<file path="src/rtl/poker_pkg.sv">
// -----------------------------------------------------------------------------
// poker_pkg
// Shared types and constants for the poker table blocks.
//   arb_state_t    : states of the rank evaluator arbiter FSM
//   RANK_W_DEFAULT : width of a hand rank produced by the evaluator
// -----------------------------------------------------------------------------
package poker_pkg;

  typedef enum logic [1:0] {
    IDLE,
    START,
    WAIT_DONE,
    RESPOND
  } arb_state_t;

  localparam int RANK_W_DEFAULT = 9;

endpackage

</file>
<file path="src/rtl/rank_eval_arbiter_rr_pick.sv">
// -----------------------------------------------------------------------------
// rr_pick
// Combinational round-robin picker. Chooses the first set bit of pending,
// scanning upward from (last_grant + 1) mod NUM_PLAYERS with wrap-around.
//   pending     in  : latched request bits, one per player
//   last_grant  in  : index of the most recently granted player
//   grant       out : chosen player index (0 when nothing is pending)
//   grant_valid out : at least one request is pending
// -----------------------------------------------------------------------------
module rr_pick
  import poker_pkg::*;
#(
  parameter int NUM_PLAYERS = 4,
  localparam int SEL_W = $clog2(NUM_PLAYERS)
) (
  input  logic [NUM_PLAYERS-1:0] pending,
  input  logic [SEL_W-1:0]       last_grant,
  output logic [SEL_W-1:0]       grant,
  output logic                   grant_valid
);

  int w_best_dist;

  // Every pending player gets a distance from the slot after last_grant;
  // the smallest distance is next in line. Distances are unique, so the
  // strict less-than gives exactly one winner.
  always_comb begin
    grant       = '0;
    grant_valid = 1'b0;
    w_best_dist = NUM_PLAYERS;
    for (int i = 0; i < NUM_PLAYERS; i++) begin
      if (pending[i]) begin
        if (((i + NUM_PLAYERS - int'(last_grant) - 1) % NUM_PLAYERS) < w_best_dist) begin
          w_best_dist = (i + NUM_PLAYERS - int'(last_grant) - 1) % NUM_PLAYERS;
          grant       = SEL_W'(i);
          grant_valid = 1'b1;
        end
      end
    end
  end

endmodule

</file>
<file path="src/rtl/rank_eval_arbiter.sv">
// -----------------------------------------------------------------------------
// rank_eval_arbiter
// Shares one hand rank evaluator between NUM_PLAYERS player FSMs. Requests
// are latched into a pending vector and granted round-robin; the granted
// player's hand index drives the evaluator, and the result comes back to that
// player with a one-hot done pulse. A grant with no answer within
// TIMEOUT_CYCLES is aborted with rank 0 and a timeout_err pulse.
//   clk, rst_n   : clock (rising edge), asynchronous active-low reset
//   req          : per-player evaluation request pulses
//   eval_start   : one-cycle start pulse to the evaluator
//   eval_sel     : hand memory index, stable from START through RESPOND
//   eval_done    : evaluator completion pulse, eval_rank valid with it
//   player_done  : one-hot one-cycle completion pulse to the served player
//   rank_out     : result for the player in player_done, held until next
//   timeout_err  : one-cycle pulse when a grant is aborted by timeout
//   busy         : FSM is not IDLE
//   pending      : latched, not-yet-granted requests
// -----------------------------------------------------------------------------
module rank_eval_arbiter
  import poker_pkg::*;
#(
  parameter int NUM_PLAYERS    = 4,
  parameter int RANK_W         = RANK_W_DEFAULT,
  parameter int TIMEOUT_CYCLES = 64
) (
  input  logic                           clk,
  input  logic                           rst_n,
  input  logic [NUM_PLAYERS-1:0]         req,
  output logic                           eval_start,
  output logic [$clog2(NUM_PLAYERS)-1:0] eval_sel,
  input  logic                           eval_done,
  input  logic [RANK_W-1:0]              eval_rank,
  output logic [NUM_PLAYERS-1:0]         player_done,
  output logic [RANK_W-1:0]              rank_out,
  output logic                           timeout_err,
  output logic                           busy,
  output logic [NUM_PLAYERS-1:0]         pending
);

  localparam int SEL_W = $clog2(NUM_PLAYERS);
  localparam int CNT_W = (TIMEOUT_CYCLES > 2) ? $clog2(TIMEOUT_CYCLES) : 1;
  localparam logic [CNT_W-1:0] CNT_LAST  = CNT_W'(TIMEOUT_CYCLES - 1);
  localparam logic [SEL_W-1:0] SEL_FIRST = SEL_W'(NUM_PLAYERS - 1);

  arb_state_t             r_state;
  logic [NUM_PLAYERS-1:0] r_pending;
  logic [SEL_W-1:0]       r_last_grant;
  logic [CNT_W-1:0]       r_cnt;
  logic                   r_eval_start;
  logic [SEL_W-1:0]       r_eval_sel;
  logic [NUM_PLAYERS-1:0] r_player_done;
  logic [RANK_W-1:0]      r_rank_out;
  logic                   r_timeout_err;

  logic [SEL_W-1:0]       w_grant;
  logic                   w_grant_valid;
  logic [NUM_PLAYERS-1:0] w_grant_mask;
  logic [NUM_PLAYERS-1:0] w_sel_mask;
  logic [NUM_PLAYERS-1:0] w_clr_mask;

  rr_pick #(
    .NUM_PLAYERS (NUM_PLAYERS)
  ) u_rr_pick (
    .pending     (r_pending),
    .last_grant  (r_last_grant),
    .grant       (w_grant),
    .grant_valid (w_grant_valid)
  );

  assign w_grant_mask = NUM_PLAYERS'(1) << w_grant;
  assign w_sel_mask   = NUM_PLAYERS'(1) << r_eval_sel;

  // Only the IDLE->START edge consumes a pending bit; a new req from the
  // player in service (even alongside its eval_done) stays latched.
  assign w_clr_mask = (r_state == IDLE && w_grant_valid) ? w_grant_mask : '0;

  // Request latch and the arbitration FSM with registered outputs.
  always_ff @(posedge clk or negedge rst_n) begin
    if (!rst_n) begin
      r_state       <= IDLE;
      r_pending     <= '0;
      r_last_grant  <= SEL_FIRST;
      r_cnt         <= '0;
      r_eval_start  <= 1'b0;
      r_eval_sel    <= '0;
      r_player_done <= '0;
      r_rank_out    <= '0;
      r_timeout_err <= 1'b0;
    end else begin
      r_pending <= (r_pending | req) & ~w_clr_mask;
      case (r_state)
        IDLE: begin
          if (w_grant_valid) begin
            r_state      <= START;
            r_eval_sel   <= w_grant;
            r_last_grant <= w_grant;
            r_eval_start <= 1'b1;
          end
        end
        START: begin
          r_state      <= WAIT_DONE;
          r_eval_start <= 1'b0;
          r_cnt        <= '0;
        end
        WAIT_DONE: begin
          // A real answer on the timeout cycle takes precedence over abort.
          if (eval_done) begin
            r_state       <= RESPOND;
            r_rank_out    <= eval_rank;
            r_player_done <= w_sel_mask;
          end else if (r_cnt == CNT_LAST) begin
            r_state       <= RESPOND;
            r_rank_out    <= '0;
            r_player_done <= w_sel_mask;
            r_timeout_err <= 1'b1;
          end else begin
            r_cnt <= r_cnt + 1'b1;
          end
        end
        RESPOND: begin
          r_state       <= IDLE;
          r_player_done <= '0;
          r_timeout_err <= 1'b0;
        end
        default: r_state <= IDLE;
      endcase
    end
  end

  assign eval_start  = r_eval_start;
  assign eval_sel    = r_eval_sel;
  assign player_done = r_player_done;
  assign rank_out    = r_rank_out;
  assign timeout_err = r_timeout_err;
  assign busy        = (r_state != IDLE);
  assign pending     = r_pending;

endmodule

</file>
<file path="config.mk">
export PLATFORM = sky130hd
export DESIGN_NAME = rank_eval_arbiter
export DESIGN_NICKNAME = d
export VERILOG_FILES = /design/src/rtl/poker_pkg.sv /design/src/rtl/rank_eval_arbiter_rr_pick.sv /design/src/rtl/rank_eval_arbiter.sv
export SDC_FILE = /design/constraint.sdc
export NUM_CORES = 1
export LEC_CHECK = 0
export CAP_MARGIN = 20
export CORE_UTILIZATION = 50
export CTS_CLUSTER_DIAMETER = 80
export DETAILED_ROUTE_END_ITERATION = 16
export HOLD_SLACK_MARGIN = 0.06
export PLACE_DENSITY = 0.82
export SYNTH_ARGS = -nofsm -noshare
export SYNTH_HDL_FRONTEND = slang
export SYNTH_HIERARCHICAL = 1
export SYNTH_SLANG_ARGS = --single-unit
</file>
<file path="constraint.sdc">
create_clock -name clk -period 6 [get_ports clk]
set_input_delay 0.6 -clock clk [delete_from_list [all_inputs] [get_ports clk]]
set_output_delay 0.6 -clock clk [all_outputs]
set_load 0.02 [all_outputs]
</file>
[After elaboration in Yosys (flattened, before gate mapping)]
Index checks and enable logic that the tools add are counted.
Widths: inputs -> output; s select.
Operators by class
  $add $sub $neg: 9
  $lt $le $gt $ge: 4
  equal/unequal tests: 9
  shift operators: 2
  mux-type cells: 38
  bitwise gates (word level): 7
  reductions and logical operators: 18
Operators with widths (number)
  $mux 32: 6
  $lt 3x32->1: 3
  $sub 32x2->32 const B: 3
  $mux 9: 2
  $mux 2: 8
  $sub 3x2->4 const A: 4
  $mux 1: 12
  $mux 4: 3
  $mux 6: 2
  $pmux 6 s2: 1
  $reduce_and 2->1: 5
  $reduce_bool 2->1: 5
  $ne 2x2->1 const B: 4
  $pmux 2 s4: 1
  $pmux 4 s2: 1
  $reduce_or 2->1: 4
  $shl 1x2->4 const A: 2
  $add 6x1->6 const B: 1
  $eq 6x6->1 const B: 1
  $reduce_and 3->1: 2
  $sub 4x2->5 const B: 1
  $and 1x1->1: 4
  $and 4x4->4: 1
  $eq 2x2->1 const B: 2
  8 further kinds: 9
Storage, ports and cells
  flip-flop bits (word level): 31
  input port bits: 16
  output and inout port bits: 22
  word-level logic and storage cells: 96

[Depth between registers and ports, before layout]
  depth after elaboration: 20
  gate-level depth with buffers: 22
  gate-level depth less buffers: 22

[Cells and area by module]
The synthesis kept the hierarchy.
Modules (own cells, without submodules)
  rank_eval_arbiter: instances 1, cells an instance 120, area an instance 1393.8 µm², sequential area each 778.2 µm²
  rr_pick: instances 1, cells an instance 58, area an instance 455.4 µm², sequential area each 0.0 µm²

[Worst setup path after synthesis]
Ideal clock, no wire load.
  path type: register to register
  from: register r_last_grant[0]
  to: register r_pending[3] (netlist: pending[3])
  library setup time: 0.133 ns
  arrival time: 4.281 ns
  data required time: 5.867 ns
  path slack: 1.585 ns
  stages on the path, launching flop included: 21
  path buffers: 0
  period minus slack after synthesis: 4.415 ns
  cell sequence: dfstp_2 -> inv_1 -> ha_1 -> nand3b_1 -> inv_1 -> ha_1 -> nor3b_1 -> o21a_2 -> o211a_1 -> ha_1 -> inv_1 -> o311a_1 -> o21ai_2 -> nor2_1 -> a21o_1 -> ha_1 -> a21o_1 -> and3_1 -> o31ai_1 -> and3_1 -> a21oi_1
On the way
  longest elaborated chain between the ends: 20
  elaborated cells on any way between the ends: 45
  classes of those cells: add/sub (8); order compare (4); shift (1); mux (21); bitwise (6); reduce/logical (5)
Ends and longest elaborated chain
  start: declaration: RTL line rank_eval_arbiter.sv:47  | logic [SEL_W-1:0] r_last_grant;
  start signal: assignment: RTL line rank_eval_arbiter.sv:96  | r_last_grant <= w_grant;
  $sub 3x2->4: RTL line rank_eval_arbiter_rr_pick.sv:33, rank_eval_arbiter_rr_pick.sv:34
  $sub 4x2->5: RTL line rank_eval_arbiter_rr_pick.sv:33, rank_eval_arbiter_rr_pick.sv:34
  $reduce_or 2->1 (no source line)
  $and 1x1->1 (no source line)
  $lt 3x4->1: RTL line rank_eval_arbiter_rr_pick.sv:33  | if (((i + NUM_PLAYERS - int'(last_grant) - 1) % NUM_PLAYERS) < w_best_dist) begin
  $mux 32: RTL line rank_eval_arbiter_rr_pick.sv:33
  $mux 32: RTL line rank_eval_arbiter_rr_pick.sv:32  | if (pending[i]) begin
  $lt 3x32->1: RTL line rank_eval_arbiter_rr_pick.sv:33
  [5 not listed]
  $lt 3x32->1: RTL line rank_eval_arbiter_rr_pick.sv:33
  $mux 2: RTL line rank_eval_arbiter_rr_pick.sv:33
  $mux 2 *: RTL line rank_eval_arbiter_rr_pick.sv:32
  net w_grant[1]: RTL line rank_eval_arbiter.sv:55  | logic [SEL_W-1:0] w_grant;
  $shl 1x2->4 *: RTL line rank_eval_arbiter.sv:70  | assign w_grant_mask = NUM_PLAYERS'(1) << w_grant;
  $mux 4 *: RTL line rank_eval_arbiter.sv:75  | assign w_clr_mask = (r_state == IDLE && w_grant_valid) ? w_grant_mask : '0;
  $not 4->4 *: RTL line rank_eval_arbiter.sv:90  | r_pending <= (r_pending | req) & ~w_clr_mask;
  $and 4x4->4 *: RTL line rank_eval_arbiter.sv:90
  end signal: assignment: RTL line rank_eval_arbiter.sv:90
  end: declaration: RTL line rank_eval_arbiter.sv:46  | logic [NUM_PLAYERS-1:0] r_pending;
Mark *: on every way through the listed nets, which the timed path passes. The rest lies on a longest branch.
A chain may end at the register's enable or synchronous reset.

[Worst setup path after layout]
Ends and elaborated chain as after synthesis.

==> reports/metrics.cfg <==
[global_route]
grt_pass1_vias = 1540
grt_max_degree = 32
grt_use_total_pct = 23.3
grt-ovfl-total = 0
grt_pass1_wl_mm = 7.12
antenna_found_initial = 0

[timing]
setup-tns-final_ns = 0
drv_slew = 0
max_freq_mhz = 204
tightestPinTransition_ns = 0.500
min_period_over_period_pct = 81.7
setup_violations = 0
period_needed_ns = 4.90
slew_headroom_pct = 66.6
finalHoldViolations = 0
final.setup_skew_ns = 0.00783
holdWs_ns = 0.507
rsz0062_at_grt = no

[routing]
ant_nets = 0
drtIter0Drc = 92
drc = 0
routedWlPerCell_um = 15.7
num_vias = 1531
drt_wl_total_mm = 4.19
first_pass_iters = 4
viasPerCell = 5.73

[power_and_ir_drop]
leakagePower_nw = 1.11
vdd_ir_drop_max_v = 0.000290
power_density_nw_per_um2 = 582

[place]
port_buffers = 37
postPlaceCellArea_um2 = 2260
dp.cells = 259
hpwl_mm = 3.23
gp_congestion = 0.826

[setup_path]
crit_path_max_fanout = 9
rrSetupSlack_ns = 1.10
crit_type = flip-flop to flip-flop
rr_endpoint = pending[3]
cp.required_ns = 6.16
rr_worst_depth = 20
startpoint_type = flip-flop
worst_ep_arrival_time_ns = 5.06
worstSetupEndpointType = flip-flop
r2r_start = r_last_grant[0]

[clock_network]
cts_tree = built
clk_latency_ns = 0.29
cts_hold_buf = 0
post_cts_buffers = 0
post_cts_resize_count = 0
cts-root-buf = clkbuf_8
clk_pin_slew_ns = 0.07
clock_path_buffers = 2
htreeDepth = 2
cts_sinks = 31
cts_made_buffers = 5

[yosys]
synth.largest_area_cell = dfrtp_1
ys_async_sr_fraction_pct = 100
synth_seq_cells = 31
synth-edff-count = 0
yosysWarnings = 6
synth_top_flop_cell = dfrtp_1
syn_inst = 178
postSynthAreaPerCell_um2 = 10.4
synth_area_um2 = 1850
synth_top_area_share_pct = 39.2
synth_area_leaders = dfrtp_1 (39%), ha_1 (14%), a22o_1 (5.2%)
synth_seq_area_share_pct = 42.1
yosysUniqueCellTypes = 50

[final_layout]
syn2layout_area_growth_pct = 28.4
n_fill_cell = 257
fin_cells = 267
fin_area_um2 = 2370
antenna_cells = 0
final_cell_mix = clkdlybuf4s50_1 (37), dfrtp_1 (29), ha_1 (20)
drive_gt1_share_pct = 9.05
nets = 256
final_common_cell = clkdlybuf4s50_1

[hold_path]
hp-start = rank_out[0]
hold_path.class = flip-flop to flip-flop
min_path_cells = 1
whs_endpoint = rank_out[0]

[die]
die_h_um = 62.8
die_w_um = 62.8
pin_count = 38
start_util_pct = 53.7
core_area_um2 = 3440
rows = 21
dieArea_um2 = 3950

[flow_run]
cap_violations = 0

[status]
run_status = completed

## logic make-up after synthesis
| family | after synthesis | synth area share [%] |
|---|---|---|
| flip-flops | 31 | 42.1 |
| AO/OA/AOI/OAI | 55 | 23.5 |
| other | 1 | 0.203 |
| adder cells (fa/ha/maj) | 20 | 13.5 |
| multiplexers | 2 | 1.15 |
| buffers and inverters | 17 | 4.33 |
| XOR/XNOR | 2 | 0.947 |
| AND/OR/NAND/NOR | 50 | 14.3 |
## sequential cells by signal (all words and copies together), names as in the netlist
name,count
eval_sel,2
eval_start,1
pending,4
player_done,4
r_cnt,6
r_last_grant,2
r_state,2
rank_out,9
timeout_err,1
## power by group
group	switching, W	internal [W]	total (W)
Clock	0.0000791	0.000134	0.000213
Sequential	0.0000721	0.000292	0.000364
Combinational	0.000432	0.000373	0.000805
## layout make-up
class	count	area, um^2	area share, %
multi-input combinational	131	995	41.9
sequential	31	778	32.8
clock buffer	6	82.6	3.48
inverter	13	48.8	2.05
tap	46	57.6	2.42
timing repair buffer	38	378	15.9
clock inverter	2	35.0	1.48
## synthesized netlist by cell type (3+ instances only)
cell type and count:
a21o_1 5, a21oi_1 4, a22o_1 11, and3_1 3, dfrtp_1 29, ha_1 20
inv_1 13, nand2_1 13, nand2b_1 4, nand3_1 6, nor2_1 8, nor2b_1 3
o211ai_1 3, o21ai_0 7
## routing by layer
| layer | routed length [um] | track usage [%] |
|---|---|---|
| met1 | 1850 | 29.4 |
| met5 | 0 | 0 |
| met4 | 55 | 8.43 |
| met3 | 184 | 4.93 |
| met2 | 2110 | 39.3 |
## how the worst max path moves through the flow
stage | from | endpoint | slack [ns] | cells after the start
global placement | r_last_grant[0] | pending[3] | 1.38 | 20
CTS | r_last_grant[0] | pending[3] | 1.15 | 20
detailed placement | r_last_grant[0] | pending[3] | 1.17 | 20
finish | r_last_grant[0] | pending[3] | 1.10 | 20
floorplan | r_last_grant[0] | pending[3] | 1.59 | 20
global route | r_last_grant[0] | pending[3] | 0.84 | 20
## critical path, stage by stage, from the launching register on
cell and delay [ns]:
dfstp_2 0.63, inv_1 0.13, ha_1 0.21, nand3b_1 0.19
inv_1 0.13, ha_1 0.26, nor3b_1 0.16, o21a_2 0.22
o211a_1 0.26, ha_1 0.29, inv_1 0.05, o311a_1 0.35
o21ai_2 0.27, nor2_1 0.09, a21o_1 0.17, ha_1 0.28
a21o_1 0.19, and3_1 0.17, o31ai_1 0.36, and3_1 0.28
a21oi_1 0.09
## metrics by stage
stage / power [W] / setup WS, ns / util, %
after floorplan: 0.000919 / 1.59 / -
after global placement: 0.00112 / 1.38 / 65.6
after global routing: 0.00148 / 0.841 / 69.0
final: 0.00138 / 1.10 / 69.0
after detailed placement: 0.00116 / 1.17 / 65.6
after CTS: 0.00138 / 1.15 / 69.0
Note: power is estimated with default switching activity, not from simulation.
